### src/rtl/mem_sched.sv
// Memory-controller access scheduler: one display reader with line-rate priority, two
// round-robin capture writers, gap insertion and underrun counting. Optional macro: SCHED_TIMEOUT_EN.
module mem_sched #(
  parameter int TIMEOUT = 2048,
  parameter int GAP_CYC = 1
) (
  input  logic       pclk,
  input  logic       rst,
  input  logic       hs,
  input  logic       vs,
  input  logic       wr0_req,
  input  logic       wr1_req,
  input  logic       rd_donep,
  input  logic       wr0_donep,
  input  logic       wr1_donep,
  output logic       rd_en,
  output logic       wr0_en,
  output logic       wr1_en,
  output logic [1:0] arb_state,
  output logic       rd_miss,
  output logic [7:0] miss_cnt,
  output logic       tout
);

  typedef enum logic [2:0] {
    IDLE = 3'd0,
    RD   = 3'd1,
    WR0  = 3'd2,
    WR1  = 3'd3,
    GAP  = 3'd4
  } state_t;

  localparam logic [3:0] GAP_LOAD = 4'(GAP_CYC - 1);

  state_t     state;
  logic       hs_q;
  logic       vs_q;
  logic       rd_pend;
  logic       rr_ptr;     // 0: writer 0 preferred, 1: writer 1 preferred
  logic [3:0] gap_cnt;

  logic line_edge_s;
  logic frame_edge_s;
  logic miss_evt_s;
  logic owner_done_s;
  logic expire_s;
  logic pick_wr0_s;
  logic pick_wr1_s;

  assign line_edge_s  = hs & ~hs_q;
  assign frame_edge_s = vs & ~vs_q;
  assign miss_evt_s   = line_edge_s & (rd_pend | (state == RD));
  assign pick_wr0_s   = wr0_req & (~wr1_req | ~rr_ptr);
  assign pick_wr1_s   = wr1_req & ~pick_wr0_s;

`ifdef SCHED_TIMEOUT_EN
  localparam int TW = $clog2(TIMEOUT + 1);
  localparam logic [TW-1:0] T_LAST = TW'(TIMEOUT - 1);
  logic [TW-1:0] tcnt;

  // Grant-length counter, restarted on every new grant
  always_ff @(posedge pclk) begin
    if (rst) begin
      tcnt <= '0;
    end else if (state == IDLE) begin
      tcnt <= '0;
    end else if (state == RD || state == WR0 || state == WR1) begin
      tcnt <= tcnt + {{(TW-1){1'b0}}, 1'b1};
    end else begin
      tcnt <= tcnt;
    end
  end

  assign expire_s = (state == RD || state == WR0 || state == WR1) && (tcnt == T_LAST) && !owner_done_s;
`else
  assign expire_s = 1'b0;
`endif

  // Only the current owner's done is meaningful
  always_comb begin
    owner_done_s = 1'b0;
    case (state)
      RD:      owner_done_s = rd_donep;
      WR0:     owner_done_s = wr0_donep;
      WR1:     owner_done_s = wr1_donep;
      default: owner_done_s = 1'b0;
    endcase
  end

  // Scheduler FSM with registered grants, owner code and miss bookkeeping
  always_ff @(posedge pclk) begin
    if (rst) begin
      state     <= IDLE;
      hs_q      <= 1'b0;
      vs_q      <= 1'b0;
      rd_pend   <= 1'b0;
      rr_ptr    <= 1'b0;
      gap_cnt   <= 4'd0;
      rd_en     <= 1'b0;
      wr0_en    <= 1'b0;
      wr1_en    <= 1'b0;
      arb_state <= 2'b00;
      rd_miss   <= 1'b0;
      miss_cnt  <= 8'd0;
      tout      <= 1'b0;
    end else begin
      hs_q    <= hs;
      vs_q    <= vs;
      rd_miss <= miss_evt_s;
      tout    <= 1'b0;
      // A miss coincident with a frame edge survives the clear as a count of one
      if (frame_edge_s) begin
        miss_cnt <= {7'd0, miss_evt_s};
      end else if (miss_evt_s && miss_cnt != 8'hFF) begin
        miss_cnt <= miss_cnt + 8'd1;
      end else begin
        miss_cnt <= miss_cnt;
      end
      rd_pend <= line_edge_s | (rd_pend & ~(state == IDLE));

      case (state)
        IDLE: begin
          if (rd_pend) begin
            state     <= RD;
            rd_en     <= 1'b1;
            arb_state <= 2'b00;
          end else if (pick_wr0_s) begin
            state     <= WR0;
            wr0_en    <= 1'b1;
            arb_state <= 2'b01;
            rr_ptr    <= 1'b1;
          end else if (pick_wr1_s) begin
            state     <= WR1;
            wr1_en    <= 1'b1;
            arb_state <= 2'b10;
            rr_ptr    <= 1'b0;
          end else begin
            state     <= IDLE;
            arb_state <= 2'b00;
          end
        end
        RD, WR0, WR1: begin
          if (owner_done_s || expire_s) begin
            state     <= GAP;
            rd_en     <= 1'b0;
            wr0_en    <= 1'b0;
            wr1_en    <= 1'b0;
            arb_state <= 2'b11;
            gap_cnt   <= GAP_LOAD;
            tout      <= expire_s;
          end else begin
            state <= state;
          end
        end
        GAP: begin
          if (gap_cnt == 4'd0) begin
            state     <= IDLE;
            arb_state <= 2'b00;
          end else begin
            gap_cnt <= gap_cnt - 4'd1;
          end
        end
        default: begin
          state     <= IDLE;
          rd_en     <= 1'b0;
          wr0_en    <= 1'b0;
          wr1_en    <= 1'b0;
          arb_state <= 2'b00;
        end
      endcase
    end
  end

endmodule

### config.mk
export PLATFORM = sky130hd
export DESIGN_NAME = mem_sched
export DESIGN_NICKNAME = d
export VERILOG_FILES = /design/src/rtl/mem_sched.sv
export SDC_FILE = /design/constraint.sdc
export NUM_CORES = 1
export LEC_CHECK = 0
export CAP_MARGIN = 40
export CELL_PAD_IN_SITES_DETAIL_PLACEMENT = 2
export CELL_PAD_IN_SITES_GLOBAL_PLACEMENT = 2
export CORE_UTILIZATION = 30
export DETAILED_ROUTE_END_ITERATION = 12
export PLACE_DENSITY = 0.85
export SYNTH_ARGS = -nofsm -noshare
export SYNTH_HDL_FRONTEND = slang
export SYNTH_SLANG_ARGS = --single-unit
### constraint.sdc
create_clock -name pclk -period 2.1 [get_ports pclk]
set_input_delay 0.42 -clock pclk [delete_from_list [all_inputs] [get_ports pclk]]
set_output_delay 0.42 -clock pclk [all_outputs]
set_load 0.01 [all_outputs]
Yosys cells after proc, flatten, opt, wreduce, memory -nomap -nowiden. Index checks and enable logic that the tools add are counted.

Flip-flop bits (word level): 25. Bits of input ports: 9. Output and inout port bits: 15. Word-level logic and storage cells: 89.

Add/sub/neg operators: 2. Equality and inequality tests: 13. Multiplexer cells: 30. Bitwise logic cells: 17. Reductions and logical operators: 14.

Operators with widths (number): 2-bit 2-to-1 mux (8); 2-bit != test (second input constant) (8); 1-bit one-hot mux with 3 select lines (4); 1-bit 2-to-1 mux (11); 3-bit one-hot mux with 3 select lines (1); 3-bit AND reduction (3); 8-bit by 1-bit adder with 8-bit output (second input constant) (1); 4-bit 2-to-1 mux (2); 8-bit != test (second input constant) (1); 1-bit NOT (8); 4-bit one-hot mux with 2 select lines (1); 1-bit AND (6); 3-bit by 2-bit == test with 1-bit output (second input constant) (2); 3-bit 2-to-1 mux (2); 2-bit one-hot mux with 3 select lines (1); 2-bit nonzero test (3); 5-bit AND reduction (1); 4-bit zero test (1); 4-bit AND reduction (1); 4-bit by 1-bit subtractor with 4-bit output (second input constant) (1); 3-bit by 1-bit == test with 1-bit output (second input constant) (1); 3-bit == test (second input constant) (1); 3-bit zero test (1); 1-bit bitwise OR (3); other kinds (4) (4).

Depth between registers and ports, before layout. Gate-level depths: netlist (run 1).

Depth after elaboration: 9. Mapped depth: 6.

Worst setup path before layout (run 1). No wires, ideal clock.

Path type: register -> register. From: reg gap_cnt[0]. To: reg arb_state[0]. Library setup time: 0.116 ns. Arrival: 1.487 ns. Path slack: 0.497 ns. Stages on the path, launching flop included: 7. Period minus slack after synthesis: 1.603 ns. Cells stage by stage: dfxtp_1 -> inv_1 -> ha_1 -> or3b_1 -> a31oi_1 -> a21oi_1 -> a31o_2.

Word-level cells in the longest chain between the ends: 3.

Ends and longest elaborated chain: from (decl) (RTL line 40) `logic [3:0] gap_cnt;`; from (signal assigned) (RTL line 160) `gap_cnt <= gap_cnt - 4'd1;`; 4-bit zero test (RTL line 156) `if (gap_cnt == 4'd0) begin`; 2-bit != test (no line); 2-bit AND reduction (no line); to (signal assigned) (RTL line 148) `arb_state <= 2'b11;`; to (signal assigned) (RTL line 158) `arb_state <= 2'b00;`; to (signal assigned) (RTL line 168) `arb_state <= 2'b00;`; to (decl) (RTL line 19) `output logic [1:0] arb_state,`.

Every way passes these cells. A chain may end at the register's enable or synchronous reset.

Final worst setup path (run 1).
From: reg gap_cnt[0]. To: reg arb_state[1].

The elaborated chain is that of the path after synthesis.

==> metrics.md, run 1 <==
| Metric | Value |
|---|---|
| Max-cap violations | `0` |
| Post-synth EDFFs | `0` |
| Synth Area in Compound Gates | `22.31%` |
| Hold Path Depth | `2` |
| Combinational fraction of design power | `22.1%` |
| Reg2Reg Launch Point | `gap_cnt[0]` |
| Fin. max-slew vios | `0` |
| Fraction of synthesized area in multiplexers | `~3.3%` |
| Overall power | `1.067 mW` |
| Worst Hold End | `wr0_en` |
| Number of antenna violations at the first check in global routing | `0` |
| Dpl ws | `20.73 ps` |
| Die width | `67 um` |
| Post-synth top area share | `39.49%` |
| Pwr Density | `680.9 mW/mm^2` |
| Synthesized area | `0.001267 sq mm` |
| Sw frac | `28.85%` |
| Hold_ws | `474.9 ps` |
| Critical Path AT | `2000 ps` |
| Post-Synth Adder-Cell Area | `1.974%` |
| First-pass GRT wire length | `5533 um` |
| DRC Markers | `0` |
| Syn-to-layout area delta | `23.59%` |
| Top FF cell, synth | `dfxtp_1` |
| Post-DP HPWL | `between 2000 and 3000 um` |
| Switching Power | `0.3077 mW` |
| Routability cong. | `0.7753` |
| Max stage delay on crit path | `420 ps` |
| Simple-Gate Fraction of Synth Area | `25.37%` |
| Routed WL | `3337 um` |
| Vias in the first global route | `1167` |
| GRT busiest layer | `met2` |
| Clk pwr share | `26.7%` |
| Largest family of logic cells by synthesized area | `simple AND/OR/NAND/NOR gates` |
| Worst Hold Launch | `wr0_en` |
| Overall Global Routing Usage | `16.57%` |
| Final Cycle Share | `87.13%` |
| Clock Latency Late Sink | `270 ps` |
| Grt met3 use | `2.055%` |
| Synth Register Bits | `25` |
| Filler cells | `459` |
| Least-Margin Pin Slew | `637.8 ps` |
| Setup bufs post-CTS | `0` |
| GRT met2 Usage | `30.50%` |
| DRT Pass-1 Iters | `4` |
| Final net count | `177` |
| Async S/R FF share, synth | `0%` |
| CTS Buf Count | `3` |
| Count leader, synth | `dfxtp_1` |
| Fin Setup TNS | `0 ps` |
| Placed cell areas | `0.001521 sq mm` |
| Outcome | `finished clean` |
| Iteration-0 DRC Markers | `12` |
| Effective utilization at floorplan | `between 30% and 40%` |
| Syn Nets | `around 160` |
| H-tree levels | `1` |
| Overflow after GRT | `0` |
| IO Pins | `24` |
| WP data required | `roughly 2300 ps` |
| CP max FO | `4` |
| Crit Reg-Reg Endpoint | `arb_state[1]` |
| Synth Area in XOR/XNOR | `between 2 and 2.5%` |
| VDD IR max | `approximately 0.27 mV` |
| Ant diodes | `0` |
| Worst path cell trace | `inv_1 > ha_1 > or3b_1 > a31oi_1 > a21oi_1 > a41o_1` |
| Seq/Total Area, Yosys | `between 30% and 40%` |
| Reg2Reg Setup Slack | `270 ps` |
| Leak pwr | `between 0.5 and 0.6 nW` |
| Max_slew headroom | `57.32%` |
| Final Setup Violations | `0` |
| Hold crit path type | `reg2reg` |
| Die area | `roughly 0.0045 sq mm` |
| I/O Buffers | `22` |
| Setup crit start kind | `flip-flop` |
| Top cells by area, synth | `dfxtp_1, nor2_1, a21oi_1` |
| Cell Count Post-Placement | `about 210` |
| RSZ-0062 raised after global routing | `false` |
| Final instance area | `0.001567 sq mm` |
| Row Count | `23` |
| Setup CP Type | `reg2reg` |
| Finished Layout Cells | `approximately 220` |
| Min cycle time layout | `1830 ps` |
| CP max-delay cell | `or3b_1` |
| Share of layout cells above drive strength 1 | `under 10%` |
| Hold Buf Count CTS | `0` |
| Fmax | `546.6 MHz` |
| Yosys cell types | `49` |
| Seq pwr share | `approximately half` |
| Met1 Use GR | `between 10% and 20%` |
| Worst Slack Setup Final | `between 200 and 300 ps` |
| Largest net degree at the start of global routing | `17` |
| Int Pwr | `0.7589 mW` |
| Post-Synthesis Cells | `around 150` |
| Vias/cell | `5.419` |
| Worst reg-to-reg path cell count | `6` |
| Per-cell routed wire length | `15.52 um` |
| Clock sinks | `25` |
| Reg clk slew, reported paths | `90 ps` |
| Via count | `1165` |
| Final number of hold-violating endpoints | `0` |
| Die Height | `~67 um` |
| Avg Inst Size Synth | `8.741 sq um` |
| CTS root buf | `clkbuf_8` |
| # resized after CTS | `0` |
| Post-synth top cells | `dfxtp_1, nor2_1, a21oi_1, nand2_1` |
| TritonCTS clock tree | `done` |
| Crit. End Element | `flip-flop` |
| Clk buf depth | `2` |
| Final Util | `between 30% and 40%` |
| Core area | `0.004029 sq mm` |
| Worst-case clock skew | `10.29 ps` |
| Synth warnings | `0` |
| Final ANT Viol Nets | `0` |
| Post-synth top area cell | `dfxtp_1` |
per-layer routing:
layer  up-vias  share of wire (%)  routed length [um]
met5         -                  0                   0
met4         0                1.6                  53
met3         5                2.7                  89
met2        24                 50                1675
met1       564                 46                1519
li1        572                  -                   -
cell usage in the layout (no fill, tap or decap), types with 2 or more instances in the layout:
master	n
a21boi_0	2
a21oi_1	9
a22oi_1	2
and2_1	2
buf_4	2
clkbuf_8	3
clkdlybuf4s50_1	22
dfxtp_1	25
ha_1	2
inv_1	6
mux2i_1	3
nand2_1	8
nand2b_1	3
nand3_1	5
nand3b_1	2
nand4_1	6
nor2_1	13
nor2b_1	5
nor3_1	2
o21a_1	3
o21ai_0	5
o21bai_1	2
o2bb2ai_1	2
o31ai_1	2
o41ai_1	2
or4_1	3
xor2_1	2
logic make-up after synthesis:
logic type                 count (synthesis)
xor gates and xnor gates                   3
DFF                                       25
adders and majority gates                  2
AOI/OAI and AO/OA                         40
buffers and inverters                     14
and+or+nand+nor                           56
other                                      1
muxes                                      4
sequential cells by signal, summed over array words and instances, names as in the netlist, 2 cells and up:
| register | cells |
|---|---|
| miss_cnt | 8 |
| gap_cnt | 4 |
| state | 3 |
| arb_state | 2 |
critical path, delay by kind of cell (launching register included):
| family | cells | cell delay (ps) |
|---|---|---|
| AND/OR/NAND/NOR | 1 | 420 |
| buffers and inverters | 1 | 90 |
| flip-flops | 1 | 320 |
| AO/OA/AOI/OAI | 3 | 730 |
| adder cells (fa/ha/maj) | 1 | 180 |
power by group through the flow:
stage                     combinational (mW)  clock [mW]  sequential, mW
after detailed placement               0.236           0           0.558
final                                  0.236       0.284           0.546
after floorplan                        0.158           0           0.546
after global placement                 0.228           0           0.554
after CTS                              0.239       0.296           0.547
after global routing                   0.258       0.309           0.552
layout make-up:
class	instances	area [sq um]	share of cell area, %
multi-input combinational	106	700.7	44.73
sequential	25	500.5	31.95
timing repair buffer	24	235.2	15.02
tap	50	62.56	3.994
clock buffer	4	45.04	2.875
inverter	6	22.52	1.438
how the worst max path moves through the flow:
stage	from	to	slack, ps	cells past startpoint
after floorplan	gap_cnt[0]	arb_state[0]	500	6
after global placement	hs	miss_cnt[4]	120	5
after detailed placement	hs	miss_cnt[4]	20	5
after CTS	gap_cnt[0]	arb_state[0]	300	6
after global routing	gap_cnt[0]	arb_state[1]	150	6
final	gap_cnt[0]	arb_state[1]	270	6
No activity file was read; power rests on OpenSTA's default activity.
==> inputs of run 2 (changes only) <==
CORE_UTILIZATION = 27   (was 30)
PLACE_DENSITY = 0.81   (was 0.85)
clock period = 1.6 ns   (was 2.1 ns; I/O delays follow)
==> run 2 against run 1 <==
  * The flow now finishes with violations (DRC)
  * Register-to-register slack worse by 240 ps
  * Global-route usage up 1.2 points
  * Maximum frequency up 17%
  * First-iteration DRC count rose to 2.5 times the previous value
  * Critical path type unchanged
  * Critical endpoint is now arb_state[0]
==> metrics.md, run 2 (synthesized netlist as in run 1, its figures left out) <==
| Metric | Value |
|---|---|
| CP max-delay cell | `or3b_4` |
| VDD IR max | `0.3260 mV` |
| Final net count | `~200` |
| Hold Buf Count CTS | `0` |
| Die area | `0.004972 sq mm` |
| DRT Pass-1 Iters | `8` |
| CTS Buf Count | `3` |
| Number of antenna violations at the first check in global routing | `0` |
| IO Pins | `24` |
| Per-cell routed wire length | `17.69 um` |
| Reg clk slew, reported paths | `100 ps` |
| Violated checks | `DRC` |
| Overall Global Routing Usage | `~18%` |
| Setup CP Type | `reg2reg` |
| Routed WL | `4211 um` |
| WP data required | `1780 ps` |
| Max stage delay on crit path | `400 ps` |
| Via count | `1259` |
| Min cycle time layout | `1566 ps` |
| Clock Latency Late Sink | `270 ps` |
| Routability cong. | `0.7777` |
| Grt met3 use | `~1.7%` |
| Vias in the first global route | `between 1000 and 1500` |
| Crit. End Element | `flip-flop` |
| Largest Register | `miss_cnt` |
| Worst-case clock skew | `5.978 ps` |
| Final Setup Violations | `0` |
| H-tree levels | `1` |
| Effective utilization at floorplan | `~29%` |
| First-pass GRT wire length | `6996 um` |
| Die Height | `70.52 um` |
| DRC Markers | `2` |
| Fmax | `638.5 MHz` |
| Leading registers by flop count | `miss_cnt: 8 flops, gap_cnt: 4 flops, state: 3 flops` |
| Iteration-0 DRC Markers | `30` |
| Max reg flops | `8` |
| RSZ-0062 raised after global routing | `true` |
| Outcome | `finished with violations` |
| Max-cap violations | `0` |
| Max_slew headroom | `65.86%` |
| Row Count | `24` |
| Worst path cell trace | `inv_2 > ha_4 > or3b_4 > a31oi_4 > a21oi_2 > a31o_2` |
| Ant diodes | `0` |
| Clk buf depth | `2` |
| CTS root buf | `clkbuf_8` |
| Most frequent cells in the layout | `buf_4, clkdlybuf4s50_1, dfxtp_1` |
| Setup crit start kind | `flip-flop` |
| Pwr Density | `825.1 mW/mm^2` |
| Fin Setup TNS | `0 ps` |
| Leak pwr | `between 0.6 and 0.7 nW` |
| Clock sinks | `25` |
| Final Cycle Share | `between 90% and 100%` |
| Filler cells | `501` |
| Most common cell after layout, fill and taps aside | `buf_4` |
| Footprint of the multi-input gates | `769.5 sq um` |
| Core area | `between 0.004 and 0.005 sq mm` |
| FF/Latch Area | `515.5 sq um` |
| Final number of hold-violating endpoints | `0` |
| Final ANT Viol Nets | `0` |
| Hold crit path type | `reg2reg` |
| Critical Path AT | `between 1500 and 2000 ps` |
| Fin. max-slew vios | `0` |
| CP max FO | `4` |
| Syn-to-layout area delta | `43.04%` |
| Largest net degree at the start of global routing | `16` |
| Post-DP HPWL | `~3200 um` |
| I/O Buffers | `22` |
| TritonCTS clock tree | `done` |
| Die width | `70.52 um` |
| Overflow after GRT | `0` |
| GRT met2 Usage | `36.79%` |
| Share of layout cells above drive strength 1 | `31.18%` |
| Overall power | `1.496 mW` |
| Vias/cell | `5.290` |
| Met1 Use GR | `between 10% and 20%` |
| GRT busiest layer | `met2` |
| Hold_ws | `470.6 ps` |
| Least-Margin Pin Slew | `504.9 ps` |
==> run 2: changes by cell type in the layout (fill, tap and decap cells not counted), sizes merged <==
cell / change
buf: +21
clkdlybuf4s50: -1
dlygate4sd2: +1
==> run 2: path summary, 6_finish.rpt <==
| kind | start | end | slack (ps) | cells after the start |
|---|---|---|---|---|
| worst max register to register | gap_cnt[0] | arb_state[0] | 30 | 6 |
| worst max-delay path | gap_cnt[0] | arb_state[0] | 30 | 6 |
| worst min register to register | wr0_en | wr0_en | 470 | 2 |
| worst min-delay path | wr0_en | wr0_en | 470 | 2 |
==> run 2: final cells by class <==
cell class,instances,area share (%)
multi-input combinational,106,42.44
inverter,6,1.242
clock buffer,4,2.484
sequential,25,28.43
timing repair buffer,45,21.81
tap,52,3.589
==> run 2: power by group <==
part           switching [mW]  internal, mW  leakage, nW
registers              0.0433         0.665        0.209
clock network           0.215         0.178       0.0228
logic                   0.201         0.193        0.413
total                   0.460          1.04        0.645
==> run 2: repair_timing <==
action                     in CTS  in global routing
setup endpoints to repair       9                 12
buffers inserted                1                  5
cloned                          0                  0
resized for setup              13                 16
pin swaps                       3                  5
==> run 2: metrics by stage <==
step           cells  worst slack, ps  util (%)  cell area, sq um
3_3_place_gp     228           -244.2     36.97              1643
5_1_grt          238           -17.17     40.79              1813
4_1_cts          233           0.9894     38.94              1730
2_1_floorplan    145            30.85         -              1274
6_report         238            33.83     40.79              1813
3_5_place_dp     228           -327.8     36.97              1643
==> run 2: critical path, delay by kind of cell, from the launching register on <==
| kind | cells | cell delay (ps) |
|---|---|---|
| AND/OR/NAND/NOR | 1 | 400 |
| AO/OA/AOI/OAI | 3 | 530 |
| buffers and inverters | 1 | 80 |
| flip-flops | 1 | 340 |
| adder cells (fa/ha/maj) | 1 | 130 |
==> run 2: per-layer routing <==
metal	part of all wire, %	up-vias	wire length (um)
met5	0	-	0
met2	58	18	2435
met4	0.31	0	13
met3	1.9	2	80
li1	-	606	-
met1	40	633	1683
==> inputs of run 3 (changes only) <==
TNS_END_PERCENT = 5   (was default)
==> run 3 against run 2 <==
  * Combinational power hardly changed
  * Cell area is 2.0% lower
  * Sequential power hardly changed
  * Critical path type unchanged
  * Register-to-register slack worse by 40 ps
  * Critical path depth stayed put
  * Clock skew is 4.0 ps lower
  * Routed wire length is 1.1% lower
  * Flip-flop and latch count stayed put
  * The flow finishes with violations (DRC, setup timing)
==> metrics.md, run 3 (synthesized netlist as in run 1, its figures left out) <==
| Metric | Value |
|---|---|
| Met2 WL post-DR | `2352 um` |
| Hold Buf Count CTS | `0` |
| Vias in the first global route | `~1400` |
| Hold crit path type | `reg2reg` |
| Row Count | `24` |
| Filler cells | `approximately 500` |
| Worst Hold End | `wr0_en` |
| Outcome | `finished with violations` |
| Worst-case clock skew | `1.976 ps` |
| Int Pwr | `~1.0 mW` |
| Switching Power | `between 0.4 and 0.5 mW` |
| Fmax | `622.4 MHz` |
| Core area | `0.004444 sq mm` |
| Post-DP HPWL | `3164 um` |
| Footprint of the multi-input gates | `762.0 sq um` |
| Effective utilization at floorplan | `between 20 and 30%` |
| Number of antenna violations at the first check in global routing | `0` |
| TritonCTS clock tree | `done` |
| Violated checks | `DRC, setup timing` |
| Final Setup Violations | `1` |
| CP max FO | `4` |
| Clock sinks | `25` |
| Final net count | `195` |
| FF/Latch Area | `513.0 sq um` |
| Critical Path AT | `1780 ps` |
| Routed WL | `4165 um` |
| Die Height | `~70 um` |
| Final ANT Viol Nets | `0` |
| First-pass GRT wire length | `6975 um` |
| Die area | `0.004972 sq mm` |
| Fin. max-slew vios | `0` |
| Max-cap violations | `0` |
| DRT Pass-1 Iters | `8` |
| Pwr Density | `between 800 and 900 mW/mm^2` |
| Per-cell routed wire length | `~18 um` |
| Hold_ws | `471.3 ps` |
| Crit. End Element | `flip-flop` |
| Combinational fraction of design power | `26.3%` |
| RSZ-0062 raised after global routing | `true` |
| Most common cell after layout, fill and taps aside | `clkdlybuf4s50_1` |
| Fin Setup TNS | `-6.807 ps` |
| Final number of hold-violating endpoints | `0` |
| Clock Latency Late Sink | `270 ps` |
| Final Util | `39.98%` |
| H-tree levels | `1` |
| CTS Buf Count | `3` |
| Leak pwr | `0.6323 nW` |
| Hold Path Depth | `2` |
| Largest Register | `miss_cnt` |
| I/O Buffers | `22` |
| Worst Slack Setup Final | `-6.807 ps` |
| Leading registers by flop count | `miss_cnt: 8 flops, gap_cnt: 4 flops, state: 3 flops` |
| Clk buf depth | `2` |
| Reg2Reg Launch Point | `gap_cnt[0]` |
| Crit Reg-Reg Endpoint | `arb_state[0]` |
| IO Pins | `24` |
| Met3 WL | `84 um` |
| VDD IR max | `between 0.3 and 0.4 mV` |
| Syn-to-layout area delta | `40.18%` |
| Worst Hold Launch | `wr0_en` |
| Clk pwr share | `between 20% and 30%` |
| Overall power | `between 1.5 and 2 mW` |
| Share of layout cells above drive strength 1 | `28.42%` |
| Die width | `70.52 um` |
| Vias/cell | `5.323` |
| Reg2Reg Setup Slack | `-7 ps` |
| Final Cycle Share | `100.4%` |
| DR top layer | `met4` |
| Max reg flops | `8` |
| Metal-1 WL | `1718 um` |
| Reg clk slew, reported paths | `approximately 100 ps` |
| Sw frac | `30.79%` |
| Ant diodes | `0` |
| Iteration-0 DRC Markers | `49` |
| CTS root buf | `clkbuf_8` |
| Largest net degree at the start of global routing | `16` |
| Via count | `approximately 1300` |
| Min cycle time layout | `1607 ps` |
| Worst reg-to-reg path cell count | `6` |
| Overall Global Routing Usage | `between 10% and 20%` |
| Setup crit start kind | `flip-flop` |
| Most frequent cells in the layout | `clkdlybuf4s50_1, buf_4, dfxtp_1` |
| DRC Markers | `2` |
| Overflow after GRT | `0` |
| WP data required | `about 1800 ps` |
| Setup CP Type | `reg2reg` |
| Seq pwr share | `47.2%` |
| Routability cong. | `0.7777` |
-- run 3: changes by cell type in the layout (fill, tap and decap cells not counted), sizes merged --
cell | previous run | this run
buf | 23 | 20
-- run 3: how the worst max path moves through the flow --
stage,startpoint,to,slack (ps),cells past startpoint
after floorplan,gap_cnt[0],arb_state[0],30,6
after global placement,hs,miss_cnt[3],-240,5
after detailed placement,hs,miss_cnt[3],-330,5
after CTS,gap_cnt[0],arb_state[1],-20,6
after global routing,miss_cnt[1],miss_cnt[3],-70,6
final,gap_cnt[0],arb_state[0],-7,6
-- run 3: layer usage --
| metal | vias up | track usage, % |
|---|---|---|
| li1 | 602 | - |
| met1 | 629 | 19.95 |
| met2 | 18 | 36.25 |
| met3 | 2 | 1.732 |
| met4 | 0 | 2.041 |
| met5 | - | 0 |
-- run 3: layout make-up --
class / count / area share (%)
timing repair buffer: 42 / 20.77
multi-input combinational: 106 / 42.89
tap: 52 / 3.662
inverter: 6 / 1.268
clock buffer: 4 / 2.535
sequential: 25 / 28.87
-- run 3: what timing repair did --
action                     4_1_cts  5_1_grt
setup endpoints to repair        9       11
gates resized for setup         10       15
setup buffers                    0        3
pin swaps                        2        4
-- run 3: power groups by stage --
stage          clock network [mW]  logic, mW  registers (mW)
6_report                    0.397      0.395           0.709
5_1_grt                     0.434      0.427           0.716
4_1_cts                     0.410      0.381           0.709
3_5_place_dp                    0      0.368           0.721
3_3_place_gp                    0      0.349           0.714
2_1_floorplan                   0      0.209           0.717
-- run 3: critical path, cell delays in order, from the launching register on --
cell     delay (ps)
dfxtp_2         330
inv_2            70
ha_4            120
or3b_4          410
a31oi_4         270
a21oi_2          90
a31o_2          220
-- run 3: through the flow --
stage               worst slack (ps)  instances  area [sq um]
finish                        -6.807        235          1777
global route                  -71.18        235          1777
CTS                           -18.70        232          1715
detailed placement            -327.8        228          1643
global placement              -244.2        228          1643
floorplan                      30.85        145          1274
